$ cat src/rtl/cache_refill_unit_if.sv
// Bus bundle for cache_refill_unit: pipeline miss request, memory burst
// channel and data/tag array write port. master = refill unit side.
interface cache_refill_unit_if #(
   parameter int ADDR_W     = 32,
   parameter int DATA_W     = 32,
   parameter int LINE_WORDS = 4
);
   localparam int IDX_W = $clog2(LINE_WORDS);

   logic              req_valid;
   logic [ADDR_W-1:0] req_addr;
   logic              hit;
   logic              cache_miss_detected;
   logic              refill_complete;
   logic              mem_req_valid;
   logic              mem_req_ready;
   logic [ADDR_W-1:0] mem_req_addr;
   logic              mem_rsp_valid;
   logic [DATA_W-1:0] mem_rsp_data;
   logic              line_we;
   logic [IDX_W-1:0]  line_word_idx;
   logic [DATA_W-1:0] line_wdata;
   logic              tag_we;
   logic [ADDR_W-1:0] tag_addr;

   modport master (
      input  req_valid,
      input  req_addr,
      input  hit,
      input  mem_req_ready,
      input  mem_rsp_valid,
      input  mem_rsp_data,
      output cache_miss_detected,
      output refill_complete,
      output mem_req_valid,
      output mem_req_addr,
      output line_we,
      output line_word_idx,
      output line_wdata,
      output tag_we,
      output tag_addr
   );

   modport slave (
      output req_valid,
      output req_addr,
      output hit,
      output mem_req_ready,
      output mem_rsp_valid,
      output mem_rsp_data,
      input  cache_miss_detected,
      input  refill_complete,
      input  mem_req_valid,
      input  mem_req_addr,
      input  line_we,
      input  line_word_idx,
      input  line_wdata,
      input  tag_we,
      input  tag_addr
   );
endinterface

$ cat src/rtl/cache_refill_unit.sv
// L1 miss engine: burst line refill, tag written last.
// Optional macro CRITICAL_WORD_FIRST_EN: wrap-order burst from missed word.
module cache_refill_unit #(
   parameter int ADDR_W     = 32,
   parameter int DATA_W     = 32,
   parameter int LINE_WORDS = 4
) (
   input logic                clk,
   input logic                rst,
   cache_refill_unit_if.master io_bus
);
   localparam int IDX_W = $clog2(LINE_WORDS);
   localparam int WOFF  = $clog2(DATA_W / 8);
   localparam int OFF   = IDX_W + WOFF;
   localparam logic [IDX_W-1:0] LAST_BEAT = IDX_W'(LINE_WORDS - 1);

   localparam logic [1:0] S_IDLE = 2'd0;
   localparam logic [1:0] S_REQ  = 2'd1;
   localparam logic [1:0] S_FILL = 2'd2;
   localparam logic [1:0] S_DONE = 2'd3;

   logic [1:0]        r_state;
   logic [ADDR_W-1:0] r_addr;
   logic [IDX_W-1:0]  r_beat;

   logic              w_miss;
   logic              w_req_fire;
   logic              w_beat;
   logic              w_last;
   logic [ADDR_W-1:0] w_line_addr;
   logic [IDX_W-1:0]  w_woff;
   logic              w_unused;

   assign w_miss     = (r_state == S_IDLE)
                     && io_bus.req_valid && !io_bus.hit;
   assign w_req_fire = (r_state == S_REQ) && io_bus.mem_req_ready;
   assign w_beat     = (r_state == S_FILL) && io_bus.mem_rsp_valid;
   assign w_last     = w_beat && (r_beat == LAST_BEAT);

   assign w_line_addr = {r_addr[ADDR_W-1:OFF], {OFF{1'b0}}};
   assign w_woff      = r_addr[OFF-1:WOFF];
   assign w_unused    = &{1'b0, r_addr[WOFF-1:0], w_woff};

   always_ff @(posedge clk or posedge rst) begin
      if (rst) begin
         r_state <= S_IDLE;
         r_addr  <= '0;
         r_beat  <= '0;
      end else begin
         case (r_state)
            S_IDLE: begin
               if (w_miss) begin
                  r_addr  <= io_bus.req_addr;
                  r_state <= S_REQ;
               end
            end
            S_REQ: begin
               if (w_req_fire) begin
                  r_beat  <= '0;
                  r_state <= S_FILL;
               end
            end
            S_FILL: begin
               if (w_beat) begin
                  r_beat <= r_beat + IDX_W'(1);
                  if (w_last) r_state <= S_DONE;
               end
            end
            S_DONE:  r_state <= S_IDLE;
            default: r_state <= S_IDLE;
         endcase
      end
   end

   assign io_bus.cache_miss_detected = (r_state == S_REQ)
                                    || (r_state == S_FILL);
   assign io_bus.mem_req_valid   = (r_state == S_REQ);
   // Tag goes in only after every word landed, so no partial line can hit
   assign io_bus.tag_we          = (r_state == S_DONE);
   assign io_bus.refill_complete = (r_state == S_DONE);
   assign io_bus.tag_addr        = w_line_addr;
   assign io_bus.line_we         = w_beat;
   assign io_bus.line_wdata      = io_bus.mem_rsp_data;

`ifdef CRITICAL_WORD_FIRST_EN
   assign io_bus.mem_req_addr  = {r_addr[ADDR_W-1:WOFF], {WOFF{1'b0}}};
   assign io_bus.line_word_idx = w_woff + r_beat;
`else
   assign io_bus.mem_req_addr  = w_line_addr;
   assign io_bus.line_word_idx = r_beat;
`endif

endmodule

$ cat src/flat_wrapper.sv
// flat-port wrapper written by rule: the top's interface ports become plain ports
module cache_refill_unit_flat 
#(
   parameter int ADDR_W     = 32,
   parameter int DATA_W     = 32,
   parameter int LINE_WORDS = 4
)
  (clk, rst, io_bus_req_valid, io_bus_req_addr, io_bus_hit, io_bus_mem_req_ready, io_bus_mem_rsp_valid, io_bus_mem_rsp_data, io_bus_cache_miss_detected, io_bus_refill_complete, io_bus_mem_req_valid, io_bus_mem_req_addr, io_bus_line_we, io_bus_line_word_idx, io_bus_line_wdata, io_bus_tag_we, io_bus_tag_addr);
  cache_refill_unit_if #(.ADDR_W(ADDR_W), .DATA_W(DATA_W), .LINE_WORDS(LINE_WORDS)) io_bus_i ();
  input logic clk;
  input logic rst;
  input wire logic [$bits(io_bus_i.req_valid)-1:0] io_bus_req_valid;
  input wire logic [$bits(io_bus_i.req_addr)-1:0] io_bus_req_addr;
  input wire logic [$bits(io_bus_i.hit)-1:0] io_bus_hit;
  input wire logic [$bits(io_bus_i.mem_req_ready)-1:0] io_bus_mem_req_ready;
  input wire logic [$bits(io_bus_i.mem_rsp_valid)-1:0] io_bus_mem_rsp_valid;
  input wire logic [$bits(io_bus_i.mem_rsp_data)-1:0] io_bus_mem_rsp_data;
  output wire logic [$bits(io_bus_i.cache_miss_detected)-1:0] io_bus_cache_miss_detected;
  output wire logic [$bits(io_bus_i.refill_complete)-1:0] io_bus_refill_complete;
  output wire logic [$bits(io_bus_i.mem_req_valid)-1:0] io_bus_mem_req_valid;
  output wire logic [$bits(io_bus_i.mem_req_addr)-1:0] io_bus_mem_req_addr;
  output wire logic [$bits(io_bus_i.line_we)-1:0] io_bus_line_we;
  output wire logic [$bits(io_bus_i.line_word_idx)-1:0] io_bus_line_word_idx;
  output wire logic [$bits(io_bus_i.line_wdata)-1:0] io_bus_line_wdata;
  output wire logic [$bits(io_bus_i.tag_we)-1:0] io_bus_tag_we;
  output wire logic [$bits(io_bus_i.tag_addr)-1:0] io_bus_tag_addr;
  assign io_bus_i.req_valid = io_bus_req_valid;
  assign io_bus_i.req_addr = io_bus_req_addr;
  assign io_bus_i.hit = io_bus_hit;
  assign io_bus_i.mem_req_ready = io_bus_mem_req_ready;
  assign io_bus_i.mem_rsp_valid = io_bus_mem_rsp_valid;
  assign io_bus_i.mem_rsp_data = io_bus_mem_rsp_data;
  assign io_bus_cache_miss_detected = io_bus_i.cache_miss_detected;
  assign io_bus_refill_complete = io_bus_i.refill_complete;
  assign io_bus_mem_req_valid = io_bus_i.mem_req_valid;
  assign io_bus_mem_req_addr = io_bus_i.mem_req_addr;
  assign io_bus_line_we = io_bus_i.line_we;
  assign io_bus_line_word_idx = io_bus_i.line_word_idx;
  assign io_bus_line_wdata = io_bus_i.line_wdata;
  assign io_bus_tag_we = io_bus_i.tag_we;
  assign io_bus_tag_addr = io_bus_i.tag_addr;
  cache_refill_unit #(.ADDR_W(ADDR_W), .DATA_W(DATA_W), .LINE_WORDS(LINE_WORDS)) u_core (.clk(clk), .rst(rst), .io_bus(io_bus_i));
endmodule
$ cat config.mk
export PLATFORM = sky130hd
export DESIGN_NAME = cache_refill_unit_flat
export DESIGN_NICKNAME = d
export VERILOG_FILES = /design/src/rtl/cache_refill_unit_if.sv /design/src/rtl/cache_refill_unit.sv /design/src/flat_wrapper.sv
export SDC_FILE = /design/constraint.sdc
export NUM_CORES = 1
export LEC_CHECK = 0
export CAP_MARGIN = 5
export CORE_UTILIZATION = 33
export CTS_BUF_LIST = sky130_fd_sc_hd__clkbuf_4 sky130_fd_sc_hd__clkbuf_8
export DETAILED_ROUTE_END_ITERATION = 7
export GPL_ROUTABILITY_DRIVEN = 0
export PLACE_DENSITY_LB_ADDON = 0.2
export SYNTH_ARGS = -nofsm -noshare
export SYNTH_HDL_FRONTEND = slang
export SYNTH_SLANG_ARGS = --single-unit
$ cat constraint.sdc
create_clock -name clk -period 1.8 [get_ports clk]
set_input_delay 0.54 -clock clk [delete_from_list [all_inputs] [get_ports clk]]
set_output_delay 0.54 -clock clk [all_outputs]
set_load 0.05 [all_outputs]
* After elaboration in Yosys (flattened, before gate mapping) *
Index checks and enable logic that the tools add are counted.
W data, S select, Z words.

storage, ports and cells
  bits in registers = 36
  input bits = 70
  output and inout bits = 103
  word-level logic and storage cells = 32

operators by class
  $add $sub $neg = 1
  equal/unequal tests = 8
  muxes and demuxes = 8
  reductions and logical operators = 12

operators with widths
  operator               count
  $mux W2                6
  $ne A2 B1 Y1 const B   4
  $pmux W2 S4            1
  $eq A2 B2 Y1 const B   3
  $logic_and A1 B1 Y1    5
  $pmux W2 S2            1
  $reduce_and A4 Y1      1
  $reduce_and A3 Y1      1
  $add A2 B1 Y2 const B  1
  $eq A2 B1 Y1 const B   1
  $logic_not A2 Y1       1
  $reduce_and A2 Y1      1
  $reduce_bool A2 Y1     1
  $logic_not A1 Y1       1
  $logic_or A1 B1 Y1     1

* Logic depth before layout (Yosys ltp) *
Gate-level depths: netlist of the first run.

  depth after elaboration = 6
  depth in mapped cells = 6

* Worst setup path before layout of the first run *
OpenSTA, ideal clock, no wires.

  kind = reg-to-output
  start = register u_core.r_state[0]
  end = output io_bus_line_we
  arrival time = 1.163 ns
  slack = 0.097 ns
  stages on the path, launching flop included = 4
  path buffers = 0
  cell sequence = dfrtp_1 > inv_1 > ha_1 > and2_1

on the way
  longest elaborated chain between the ends = 2

RTL lines
  element                 RTL line                 source
  from (decl)             cache_refill_unit.sv:22  logic [1:0] r_state;
  from (signal assigned)  cache_refill_unit.sv:46  r_state <= S_IDLE;
  from (signal assigned)  cache_refill_unit.sv:54  r_state <= S_REQ;
  from (signal assigned)  cache_refill_unit.sv:60  r_state <= S_FILL;
  $eq A2 B2 Y1            cache_refill_unit.sv:37  assign w_beat = (r_state == S_FILL) && io_bus.mem_rsp_valid;
  $logic_and A1 B1 Y1     cache_refill_unit.sv:37
  to (decl)               flat_wrapper.sv:22       output wire logic [$bits(io_bus_i.line_we)-1:0] io_bus_line_we;

No other way between the ends.

* Worst setup path after layout of the first run *
Ends and elaborated chain as after synthesis.

==> impl_metrics.py, run 1 <==
metrics = {
    "routing": {
        "routed_wl_microns": 4405,
        "vias_per_cell": 4.348,
        "first_pass_iters": 4,
        "drtIter0Drc": 28,
        "drcViolationCount": 0,
        "vias": 1226,
        "routedWlPerCell_microns": 15.62,
        "ant_nets": 0,
    },
    "final_layout": {
        "fin_util": 0.5924,
        "layout-drive-gt1-share": 0.5619,
        "fin_nets": 285,
        "syn_to_final_growth_pct": 68.41,
        "final_cell_mix": "buf_12, clkdlybuf4s50_1, dfrtp_1",
        "diodes": 0,
        "final_common_cell": "buf_12",
    },
    "clock_network": {
        "insertion_delay_ps": 270,
        "clock_tree.htree_level_count": 2,
        "tritoncts": "yes",
        "ctsHoldBuffers": 0,
        "clock-sinks": 32,
        "cts.clk_slew.worst_paths_ps": 60,
        "cts_buffers": 5,
        "cts_buffer_depth": 2,
        "cts_root_buffer": "clkbuf_8",
    },
    "status": {
        "status": "finished, violations left",
        "violations": "negative setup slack",
    },
    "yosys": {
        "synth_cells": 161,
        "ys_top_cells_by_area": "dfrtp_1, buf_4, mux2_4",
        "ys_seq_area_frac": 0.4035,
        "syn_area_sq_mm": 0.001984,
        "yosysUniqueCellTypes": 19,
        "yosys_register_bits": 32,
        "yosysWarnings": 0,
        "synth_area_leader_cell": "dfrtp_1",
        "synth_top_area_frac": 0.4035,
        "syn-mean-instance-area_sq_um": 12.33,
    },
    "job": {
        "cap_violations": 0,
    },
    "floorplanning": {
        "num_rows": 27,
        "ios": 173,
        "die_w_microns": 79.55,
        "core_area_sq_mm": 0.005642,
        "fp.dieH_microns": 79.55,
        "start_util": 0.3517,
        "dieArea_sq_mm": 0.006327,
    },
    "placement": {
        "place_ws_ps": -105.1,
        "place_hpwl_microns": 3570,
        "io_buffer_count": 96,
    },
    "sta": {
        "fmax_mhz": 554.8,
        "finalWorstSetupSlack_ps": -2.565,
        "finalHoldViolations": 0,
        "post-route-period-util": 1.001,
        "fin_worst_skew_ps": 1.640,
        "rsz0062_at_grt": "yes",
        "setup_violations": 1,
        "slew_violations": 0,
        "fin_crit_ps": 1803,
    },
    "grt": {
        "grt_pass1_wl_microns": 6727,
        "grt_use_total": 0.1424,
        "grt_max_degree": 20,
        "overflow": 0,
        "grt_antenna_before_repair": 0,
        "grt_pass1_vias": 1297,
    },
    "critical_path": {
        "crit_path_end_kind": "output pin",
        "cp-start-kind": "flip-flop",
        "slowest_delay_ps": 420,
        "slowest_stage": "dfrtp_1",
        "crit_path_cell_trace": "inv_2, ha_4, and2_4, buf_12",
        "cp_data_required_time_ps": 1260,
        "worstPathArrival_ps": 1260,
        "r2r-start": "u_core.r_state[0]$_DFFE_PP0P_",
        "critical_path_class": "flip-flop to output pin",
        "worstPathMaxFanout": 4,
        "path_buf_inv": 2,
        "rrSetupSlack_ps": 40,
        "r2r_cells": 6,
        "r2r_end": "u_core.r_state[0]$_DFFE_PP0P_",
        "crit_family": "flip-flops",
    },
    "hold_path": {
        "hold_path_class": "input pin to async pin",
    },
}
## sequential cells by signal (all words and copies together), names as in the netlist
register / flops
u_core.r_addr: 28
u_core.r_state: 2
u_core.io_bus.line_word_idx: 2
## metrics by stage
| stage | hold slack [ps] | setup TNS (ps) | cells | area (sq um) |
|---|---|---|---|---|
| finish | 588.3 | -2.565 | 282 | 3342 |
| global route | 602.1 | -94.49 | 282 | 3342 |
| CTS | 578.6 | -121.8 | 278 | 3283 |
| detailed placement | 626.3 | -507.4 | 270 | 3181 |
| global placement | 605.8 | -317.4 | 270 | 3181 |
| floorplan | 575.2 | 0 | 168 | 2011 |
## area by class of cell
cell class / count / area (sq um)
clock buffer: 8 / 97.59
fill: 439 / 2300
inverter: 4 / 15.01
multi-input combinational: 60 / 655.6
sequential: 32 / 802.0
tap: 72 / 90.09
timing repair buffer: 106 / 1682
## metal layers
metal / track usage / wire length, microns / vias up / part of all wire
met1: 0.1396 / 1399 / 587 / 0.32
met5: 0 / 0 / - / 0
li1: - / - / 541 / -
met2: 0.2479 / 2390 / 64 / 0.54
met4: 0.1218 / 285 / 0 / 0.065
met3: 0.03657 / 329 / 34 / 0.075
## cells in the mapped netlist
| master | count |
|---|---|
| mux2_4 | 20 |
| nor2b_1 | 2 |
| ha_1 | 6 |
| nand2_1 | 4 |
| conb_1 | 1 |
| mux2i_1 | 2 |
| nand2b_1 | 2 |
| o211ai_1 | 2 |
| mux2_2 | 8 |
| buf_6 | 1 |
| nand3b_4 | 1 |
| dfrtp_1 | 32 |
| nor2_1 | 1 |
| o21ai_0 | 2 |
| a221oi_2 | 1 |
| and2_1 | 1 |
| buf_4 | 69 |
| inv_1 | 4 |
| buf_12 | 2 |
## worst register-to-register path, stage by stage (launching register included)
cell      delay, ps
dfrtp_1         420
inv_2           140
buf_4           130
ha_1            240
nand3b_4        130
a221oi_2        380
mux2i_1         240
## cells by family after synthesis
kind of cell | after synthesis | share of synthesized area
compound gates | 5 | 0.02017
buf+inv | 76 | 0.2945
fa+ha+maj | 6 | 0.03783
other cells | 1 | 0.001890
simple gates | 11 | 0.03531
mux | 30 | 0.2068
flops | 32 | 0.4035
## worst max path at each step
stage / to / slack (ps) / from / cells past startpoint
CTS: io_bus_cache_miss_detected / -60 / u_core.r_state[1]$_DFFE_PP0P_ / 3
finish: io_bus_line_we / -3 / u_core.r_state[0]$_DFFE_PP0P_ / 4
global route: io_bus_line_we / -40 / u_core.r_state[0]$_DFFE_PP0P_ / 4
floorplan: io_bus_line_we / 100 / u_core.r_state[0]$_DFFE_PP0P_ / 3
global placement: io_bus_line_we / -100 / io_bus_mem_rsp_valid / 3
detailed placement: io_bus_line_we / -110 / io_bus_mem_rsp_valid / 3
## what timing repair did
action	in CTS	in global routing
pin swaps	0	2
buffers inserted	0	4
gates resized for setup	3	7
setup endpoints to repair	2	3
Power of run 1 is left out: the tool's default activity adds up to more than one toggle a clock period on the data nets, which glitch-free logic cannot reach.
==> run 2, diff against run 1 <==
- CTS_CLUSTER_SIZE: unset -> 28
- GPL_ROUTABILITY_DRIVEN: 0 -> unset
==> results of run 2 <==
Same layout as run 1: the final DEF is identical, and so are final timing and power.
Power of run 2 is left out for the same reason.
